<file path="config.mk">
export PLATFORM = sky130hd
export DESIGN_NAME = cursor_pos_sched_flat
export DESIGN_NICKNAME = d
export VERILOG_FILES = /design/src/rtl/cursor_pos_sched_if.sv /design/src/rtl/cursor_pos_sched.sv /design/src/flat_wrapper.sv
export SDC_FILE = /design/constraint.sdc
export NUM_CORES = 1
export LEC_CHECK = 0
export CAP_MARGIN = 20
export CORE_UTILIZATION = 41
export CTS_CLUSTER_DIAMETER = 40
export DETAILED_ROUTE_END_ITERATION = 8
export PLACE_DENSITY = 0.78
export SLEW_MARGIN = 25
export SYNTH_ARGS = -nofsm -noshare
export SYNTH_HDL_FRONTEND = slang
export SYNTH_SLANG_ARGS = --single-unit
</file>
<file path="constraint.sdc">
create_clock -name clk100MHz -period 2.15 [get_ports clk100MHz]
set_input_delay 0.43 -clock clk100MHz [delete_from_list [all_inputs] [get_ports clk100MHz]]
set_output_delay 0.43 -clock clk100MHz [all_outputs]
set_load 0.02 [all_outputs]
</file>
<file path="src/rtl/cursor_pos_sched_if.sv">
// Request/grant and position bus between the two cursor sources and the position scheduler.
// The scheduler takes the slave side; the source logic (or a bench) takes the master side.
interface cursor_pos_sched_if;
  logic        req_a;
  logic [11:0] xpos_a;
  logic [11:0] ypos_a;
  logic        req_b;
  logic [11:0] xpos_b;
  logic [11:0] ypos_b;
  logic        gnt_a;
  logic        gnt_b;
  logic [11:0] xpos_out;
  logic [11:0] ypos_out;
  logic        upd;
  logic        src;
  logic        busy;

  modport master (
    output req_a, xpos_a, ypos_a, req_b, xpos_b, ypos_b,
    input  gnt_a, gnt_b, xpos_out, ypos_out, upd, src, busy
  );

  modport slave (
    input  req_a, xpos_a, ypos_a, req_b, xpos_b, ypos_b,
    output gnt_a, gnt_b, xpos_out, ypos_out, upd, src, busy
  );
endinterface

</file>
<file path="src/rtl/cursor_pos_sched.sv">
// Round-robin scheduler publishing mouse (A) / keyboard (B) cursor positions, each held HOLD_CYCLES.
// Optional CURSOR_CLAMP_EN clamps latched coordinates to XMAX/YMAX.
module cursor_pos_sched #(
  parameter int HOLD_CYCLES = 8,
  parameter int XMAX        = 1023,
  parameter int YMAX        = 767
) (
  input  logic               clk100MHz,
  input  logic               rst,
  cursor_pos_sched_if.slave  bus
);

  typedef enum logic {IDLE, HOLD} state_t;

  localparam logic [7:0] HOLD_LOAD = 8'(HOLD_CYCLES - 1);

  state_t      state_q, state_d;
  logic [7:0]  cnt_q, cnt_d;
  logic [11:0] xpos_q, xpos_d;
  logic [11:0] ypos_q, ypos_d;
  logic        gnt_a_q, gnt_a_d;
  logic        gnt_b_q, gnt_b_d;
  logic        upd_q, upd_d;
  logic        src_q, src_d;
  logic        busy_q, busy_d;

  logic        pick_b;
  logic [11:0] sel_x;
  logic [11:0] sel_y;

`ifdef CURSOR_CLAMP_EN
  function automatic logic [11:0] clamp_to(input logic [11:0] v, input int lim);
    return ({20'd0, v} > 32'(lim)) ? 12'(lim) : v;
  endfunction
`else
  localparam int unused_clamp_limits = XMAX + YMAX;
`endif

  // On a tie, the source that did not win last time gets the grant.
  assign pick_b = bus.req_b && (!bus.req_a || !src_q);

  always_comb begin
`ifdef CURSOR_CLAMP_EN
    sel_x = clamp_to(pick_b ? bus.xpos_b : bus.xpos_a, XMAX);
    sel_y = clamp_to(pick_b ? bus.ypos_b : bus.ypos_a, YMAX);
`else
    sel_x = pick_b ? bus.xpos_b : bus.xpos_a;
    sel_y = pick_b ? bus.ypos_b : bus.ypos_a;
`endif
  end

  always_comb begin
    state_d = state_q;
    cnt_d   = cnt_q;
    xpos_d  = xpos_q;
    ypos_d  = ypos_q;
    src_d   = src_q;
    busy_d  = busy_q;
    gnt_a_d = 1'b0;
    gnt_b_d = 1'b0;
    upd_d   = 1'b0;
    case (state_q)
      IDLE: begin
        if (bus.req_a || bus.req_b) begin
          state_d = HOLD;
          cnt_d   = HOLD_LOAD;
          xpos_d  = sel_x;
          ypos_d  = sel_y;
          gnt_a_d = !pick_b;
          gnt_b_d = pick_b;
          upd_d   = 1'b1;
          src_d   = pick_b;
          busy_d  = 1'b1;
        end
      end
      HOLD: begin
        // Requests are deliberately ignored here; they are level and stay up until granted.
        if (cnt_q == 8'd0) begin
          state_d = IDLE;
          busy_d  = 1'b0;
        end else begin
          cnt_d = cnt_q - 8'd1;
        end
      end
      default: begin
        state_d = IDLE;
        cnt_d   = 8'd0;
        busy_d  = 1'b0;
      end
    endcase
  end

  always_ff @(posedge clk100MHz or posedge rst) begin
    if (rst) begin
      state_q <= IDLE;
      cnt_q   <= 8'd0;
      xpos_q  <= 12'd0;
      ypos_q  <= 12'd0;
      gnt_a_q <= 1'b0;
      gnt_b_q <= 1'b0;
      upd_q   <= 1'b0;
      src_q   <= 1'b1;
      busy_q  <= 1'b0;
    end else begin
      state_q <= state_d;
      cnt_q   <= cnt_d;
      xpos_q  <= xpos_d;
      ypos_q  <= ypos_d;
      gnt_a_q <= gnt_a_d;
      gnt_b_q <= gnt_b_d;
      upd_q   <= upd_d;
      src_q   <= src_d;
      busy_q  <= busy_d;
    end
  end

  assign bus.gnt_a    = gnt_a_q;
  assign bus.gnt_b    = gnt_b_q;
  assign bus.xpos_out = xpos_q;
  assign bus.ypos_out = ypos_q;
  assign bus.upd      = upd_q;
  assign bus.src      = src_q;
  assign bus.busy     = busy_q;

endmodule

</file>
<file path="src/flat_wrapper.sv">
// flat-port wrapper written by rule: the top's interface ports become plain ports
module cursor_pos_sched_flat 
#(
  parameter int HOLD_CYCLES = 8,
  parameter int XMAX        = 1023,
  parameter int YMAX        = 767
)
  (clk100MHz, rst, bus_req_a, bus_xpos_a, bus_ypos_a, bus_req_b, bus_xpos_b, bus_ypos_b, bus_gnt_a, bus_gnt_b, bus_xpos_out, bus_ypos_out, bus_upd, bus_src, bus_busy);
  cursor_pos_sched_if bus_i ();
  input  logic clk100MHz;
  input  logic rst;
  input wire logic [$bits(bus_i.req_a)-1:0] bus_req_a;
  input wire logic [$bits(bus_i.xpos_a)-1:0] bus_xpos_a;
  input wire logic [$bits(bus_i.ypos_a)-1:0] bus_ypos_a;
  input wire logic [$bits(bus_i.req_b)-1:0] bus_req_b;
  input wire logic [$bits(bus_i.xpos_b)-1:0] bus_xpos_b;
  input wire logic [$bits(bus_i.ypos_b)-1:0] bus_ypos_b;
  output wire logic [$bits(bus_i.gnt_a)-1:0] bus_gnt_a;
  output wire logic [$bits(bus_i.gnt_b)-1:0] bus_gnt_b;
  output wire logic [$bits(bus_i.xpos_out)-1:0] bus_xpos_out;
  output wire logic [$bits(bus_i.ypos_out)-1:0] bus_ypos_out;
  output wire logic [$bits(bus_i.upd)-1:0] bus_upd;
  output wire logic [$bits(bus_i.src)-1:0] bus_src;
  output wire logic [$bits(bus_i.busy)-1:0] bus_busy;
  assign bus_i.req_a = bus_req_a;
  assign bus_i.xpos_a = bus_xpos_a;
  assign bus_i.ypos_a = bus_ypos_a;
  assign bus_i.req_b = bus_req_b;
  assign bus_i.xpos_b = bus_xpos_b;
  assign bus_i.ypos_b = bus_ypos_b;
  assign bus_gnt_a = bus_i.gnt_a;
  assign bus_gnt_b = bus_i.gnt_b;
  assign bus_xpos_out = bus_i.xpos_out;
  assign bus_ypos_out = bus_i.ypos_out;
  assign bus_upd = bus_i.upd;
  assign bus_src = bus_i.src;
  assign bus_busy = bus_i.busy;
  cursor_pos_sched #(.HOLD_CYCLES(HOLD_CYCLES), .XMAX(XMAX), .YMAX(YMAX)) u_core (.clk100MHz(clk100MHz), .rst(rst), .bus(bus_i));
endmodule
</file>
==> impl_metrics.json <==
{
  "routabilityCongestion": 0.8012,
  "finalSetupTns_ns": 0,
  "hp-class": "flop to flop",
  "via_per_inst": 5.074,
  "global_route.peak_usage_layer": "met2",
  "ys_seq_area_share_pct": 53.90,
  "die_w_um": 67.65,
  "placed_cells": 301,
  "antenna_found_initial": 0,
  "port_buffers": 80,
  "ir_drop_v": 0.0006690,
  "leakage_nw": 1.212,
  "cp-startpoint": "u_core.bus.src$_DFFE_PP1P_",
  "crit_buf_inv": 1,
  "period_needed_ns": 1.905,
  "post_cts_buffers": 0,
  "rows": 23,
  "final_cell_mix": "80 x clkdlybuf4s50_1, 37 x dfrtp_1, 30 x nand2_1",
  "cpMaxStageDelayCell": "clkdlybuf4s50_1",
  "fin_cells": 309,
  "grt_max_degree": 39,
  "grt_util_met1_pct": 23.79,
  "synth_area_mm2": 0.001767,
  "use_met3_pct": 4.223,
  "grt_pass1_vias": 1455,
  "clock_latency_ns": 0.30,
  "overflow": 0,
  "final_common_cell": "clkdlybuf4s50_1",
  "status": "finished clean",
  "cp.required_ns": 1.72,
  "die_area_mm2": 0.004576,
  "ff2ff_path_depth": 7,
  "r2r_start": "u_core.cnt_q[0]$_DFFE_PP0P_",
  "cts_hold_buf": 0,
  "drive_gt1_share_pct": 9.266,
  "via_count": 1568,
  "place_area_mm2": 0.002649,
  "cts_sinks": 38,
  "ys_ff_latch": 38,
  "antennaDiodeCount": 0,
  "cts_max_level": 2,
  "cp_top_family": "buffers and inverters",
  "clock_skew_ns": 0.006031,
  "drt_pass1_iterations": 6,
  "yosysWarnings": 0,
  "core-area_mm2": 0.004058,
  "cp_slowest_stage_delay_ns": 0.61,
  "synth_xor_area_share_pct": 0,
  "wl_per_cell_um": 13.67,
  "worst_pin_slew_ns": 0.4638,
  "cts_resized": 0,
  "crit_arrival_ns": 1.47,
  "io_pins": 81,
  "die_y_um": 67.65,
  "grt_use_total_pct": 19.79,
  "reg2reg_slack_ns": 0.45,
  "grt_setup_unrepaired": "no",
  "synth_cells": 174,
  "crit_end": "bus_src",
  "maxSlewViolCount": 0,
  "yosys.area_share.simple_pct": 14.24,
  "final_area_mm2": 0.002744,
  "finalSetupViolations": 0,
  "synth.avg_cell_area_um2": 10.15,
  "reg2reg_to": "u_core.cnt_q[5]$_DFFE_PP0P_",
  "synth_nets": 227,
  "critPathCaptureType": "output pin",
  "critPathLaunchType": "flop",
  "muxShareOfSynthArea_pct": 8.499,
  "cts_root_buffer": "clkbuf_8",
  "route.detailed.drc": 0,
  "drv_cap": 0,
  "power_density_mw_per_mm2": 1250,
  "synth_compound_area_share_pct": 18.13,
  "met2_usage_pct": 32.18,
  "post-dp-hpwl_mm": 3.168,
  "cts_tree": "done",
  "critPathKind": "flop to output pin",
  "cp.depth": 1,
  "max_freq_mhz": 525.0,
  "slew_headroom_pct": 69.08,
  "synth.distinct_cells": 36,
  "synth_adder_area_share_pct": 0.7082,
  "cts_buffers": 5,
  "final.period_utilization_pct": 88.59,
  "syn2layout_area_growth_pct": 55.31,
  "ctsLongestPathBuffers": 2,
  "worstPathCellList": "clkdlybuf4s50_1",
  "whs_path_depth": 2,
  "finalNetCount": 311,
  "synth_top_family_by_area": "compound AO/OA/AOI/OAI gates",
  "drtIter0Drc": 53,
  "clkSlewWorstSetupHoldPaths_ns": 0.07,
  "start_util_pct": 43.54,
  "crit_fanout": 3,
  "hold_violations": 0,
  "wirelength_mm": 4.223,
  "grt_pass1_wl_mm": 6.561,
  "ant_nets": 0
}
-- cell usage after synthesis --
| master | number | area, µm² |
|---|---|---|
| a21oi_1 | 5 | 25.02 |
| nor4_4 | 1 | 21.27 |
| or4_4 | 1 | 11.26 |
| nand2_1 | 30 | 112.6 |
| nor3_4 | 1 | 16.27 |
| inv_2 | 1 | 3.750 |
| nand3_1 | 2 | 10.01 |
| clkbuf_4 | 1 | 7.510 |
| o21ai_0 | 8 | 40.04 |
| o21ai_1 | 19 | 95.09 |
| or3_1 | 1 | 6.260 |
| ha_1 | 1 | 12.51 |
| buf_4 | 1 | 7.510 |
| nor2b_1 | 2 | 12.51 |
| buf_6 | 1 | 11.26 |
| o22ai_1 | 1 | 6.260 |
| a21boi_1 | 1 | 7.510 |
| inv_1 | 7 | 26.28 |
| a21o_1 | 1 | 7.510 |
| nor4_1 | 1 | 6.260 |
| o211ai_2 | 1 | 12.51 |
| nor2_1 | 7 | 26.28 |
| nand4_1 | 2 | 12.51 |
| dfstp_2 | 1 | 26.28 |
| a22oi_1 | 9 | 67.56 |
| mux2i_1 | 15 | 150.1 |
| o21bai_2 | 1 | 11.26 |
| dfrtp_1 | 37 | 925.9 |
| clkbuf_1 | 5 | 18.77 |
| a31oi_1 | 3 | 18.77 |
| a41o_1 | 1 | 10.01 |
| nor3_1 | 2 | 10.01 |
| buf_2 | 1 | 5.000 |
| a41o_2 | 1 | 11.26 |
| nor2_2 | 1 | 6.260 |
| o31ai_1 | 1 | 7.510 |
-- power by group --
part	total (mW)	switching, mW	internal (mW)
registers	1.28	0.243	1.04
clock network	0.507	0.249	0.257
logic	1.64	0.829	0.810
-- area by class of cell --
type | count | area [µm²]
clock buffer | 6 | 82.58
clock inverter | 2 | 12.51
fill | 320 | 1314
inverter | 8 | 30.03
multi-input combinational | 119 | 745.7
sequential | 38 | 952.2
tap | 50 | 62.56
timing repair buffer | 86 | 858.3
-- through the flow --
step	total power, mW	hold slack, ns	setup WS (ns)	util, %
floorplan	2.181	0.4866	0.5862	-
global placement	2.906	0.4614	0.1894	65.28
detailed placement	2.951	0.4744	0.1571	65.28
CTS	3.463	0.4916	0.2332	67.62
global route	3.685	0.5043	0.2188	67.62
finish	3.429	0.4861	0.2452	67.62
-- logic make-up after synthesis --
| group | count (synthesis) |
|---|---|
| AOI/OAI and AO/OA | 52 |
| and+or+nand+nor | 51 |
| DFF | 38 |
| buffers and inverters | 17 |
| muxes | 15 |
| adders and majority gates | 1 |
-- layer usage --
metal	vias to the layer above	share of wire, %	wire length [µm]
met1	723	43	1806
met3	12	6.2	263
met2	47	48	2031
met5	-	0	0
met4	0	2.9	121
li1	786	-	-
-- flip-flops by register name (all words and copies together) (netlist names) --
| register | count |
|---|---|
| u_core.cnt_q | 8 |
| u_core.bus.upd | 1 |
| u_core.bus.gnt_a | 1 |
| u_core.bus.gnt_b | 1 |
| u_core.bus.ypos_out | 12 |
| u_core.bus.busy | 1 |
| u_core.bus.xpos_out | 12 |
| u_core.state_q | 1 |
| u_core.bus.src | 1 |
-- worst min-delay path by stage --
stage	start	end	slack (ns)
after floorplan	u_core.cnt_q[0]$_DFFE_PP0P_	u_core.cnt_q[0]$_DFFE_PP0P_	0.49
after global placement	u_core.bus.ypos_out[11]$_DFFE_PP0P_	u_core.bus.ypos_out[11]$_DFFE_PP0P_	0.46
after detailed placement	u_core.bus.xpos_out[1]$_DFFE_PP0P_	u_core.bus.xpos_out[1]$_DFFE_PP0P_	0.47
after CTS	u_core.bus.xpos_out[1]$_DFFE_PP0P_	u_core.bus.xpos_out[1]$_DFFE_PP0P_	0.49
after global routing	u_core.bus.xpos_out[3]$_DFFE_PP0P_	u_core.bus.xpos_out[3]$_DFFE_PP0P_	0.50
final	u_core.bus.xpos_out[8]$_DFFE_PP0P_	u_core.bus.xpos_out[8]$_DFFE_PP0P_	0.49
Power figures use the tool's default switching activity.
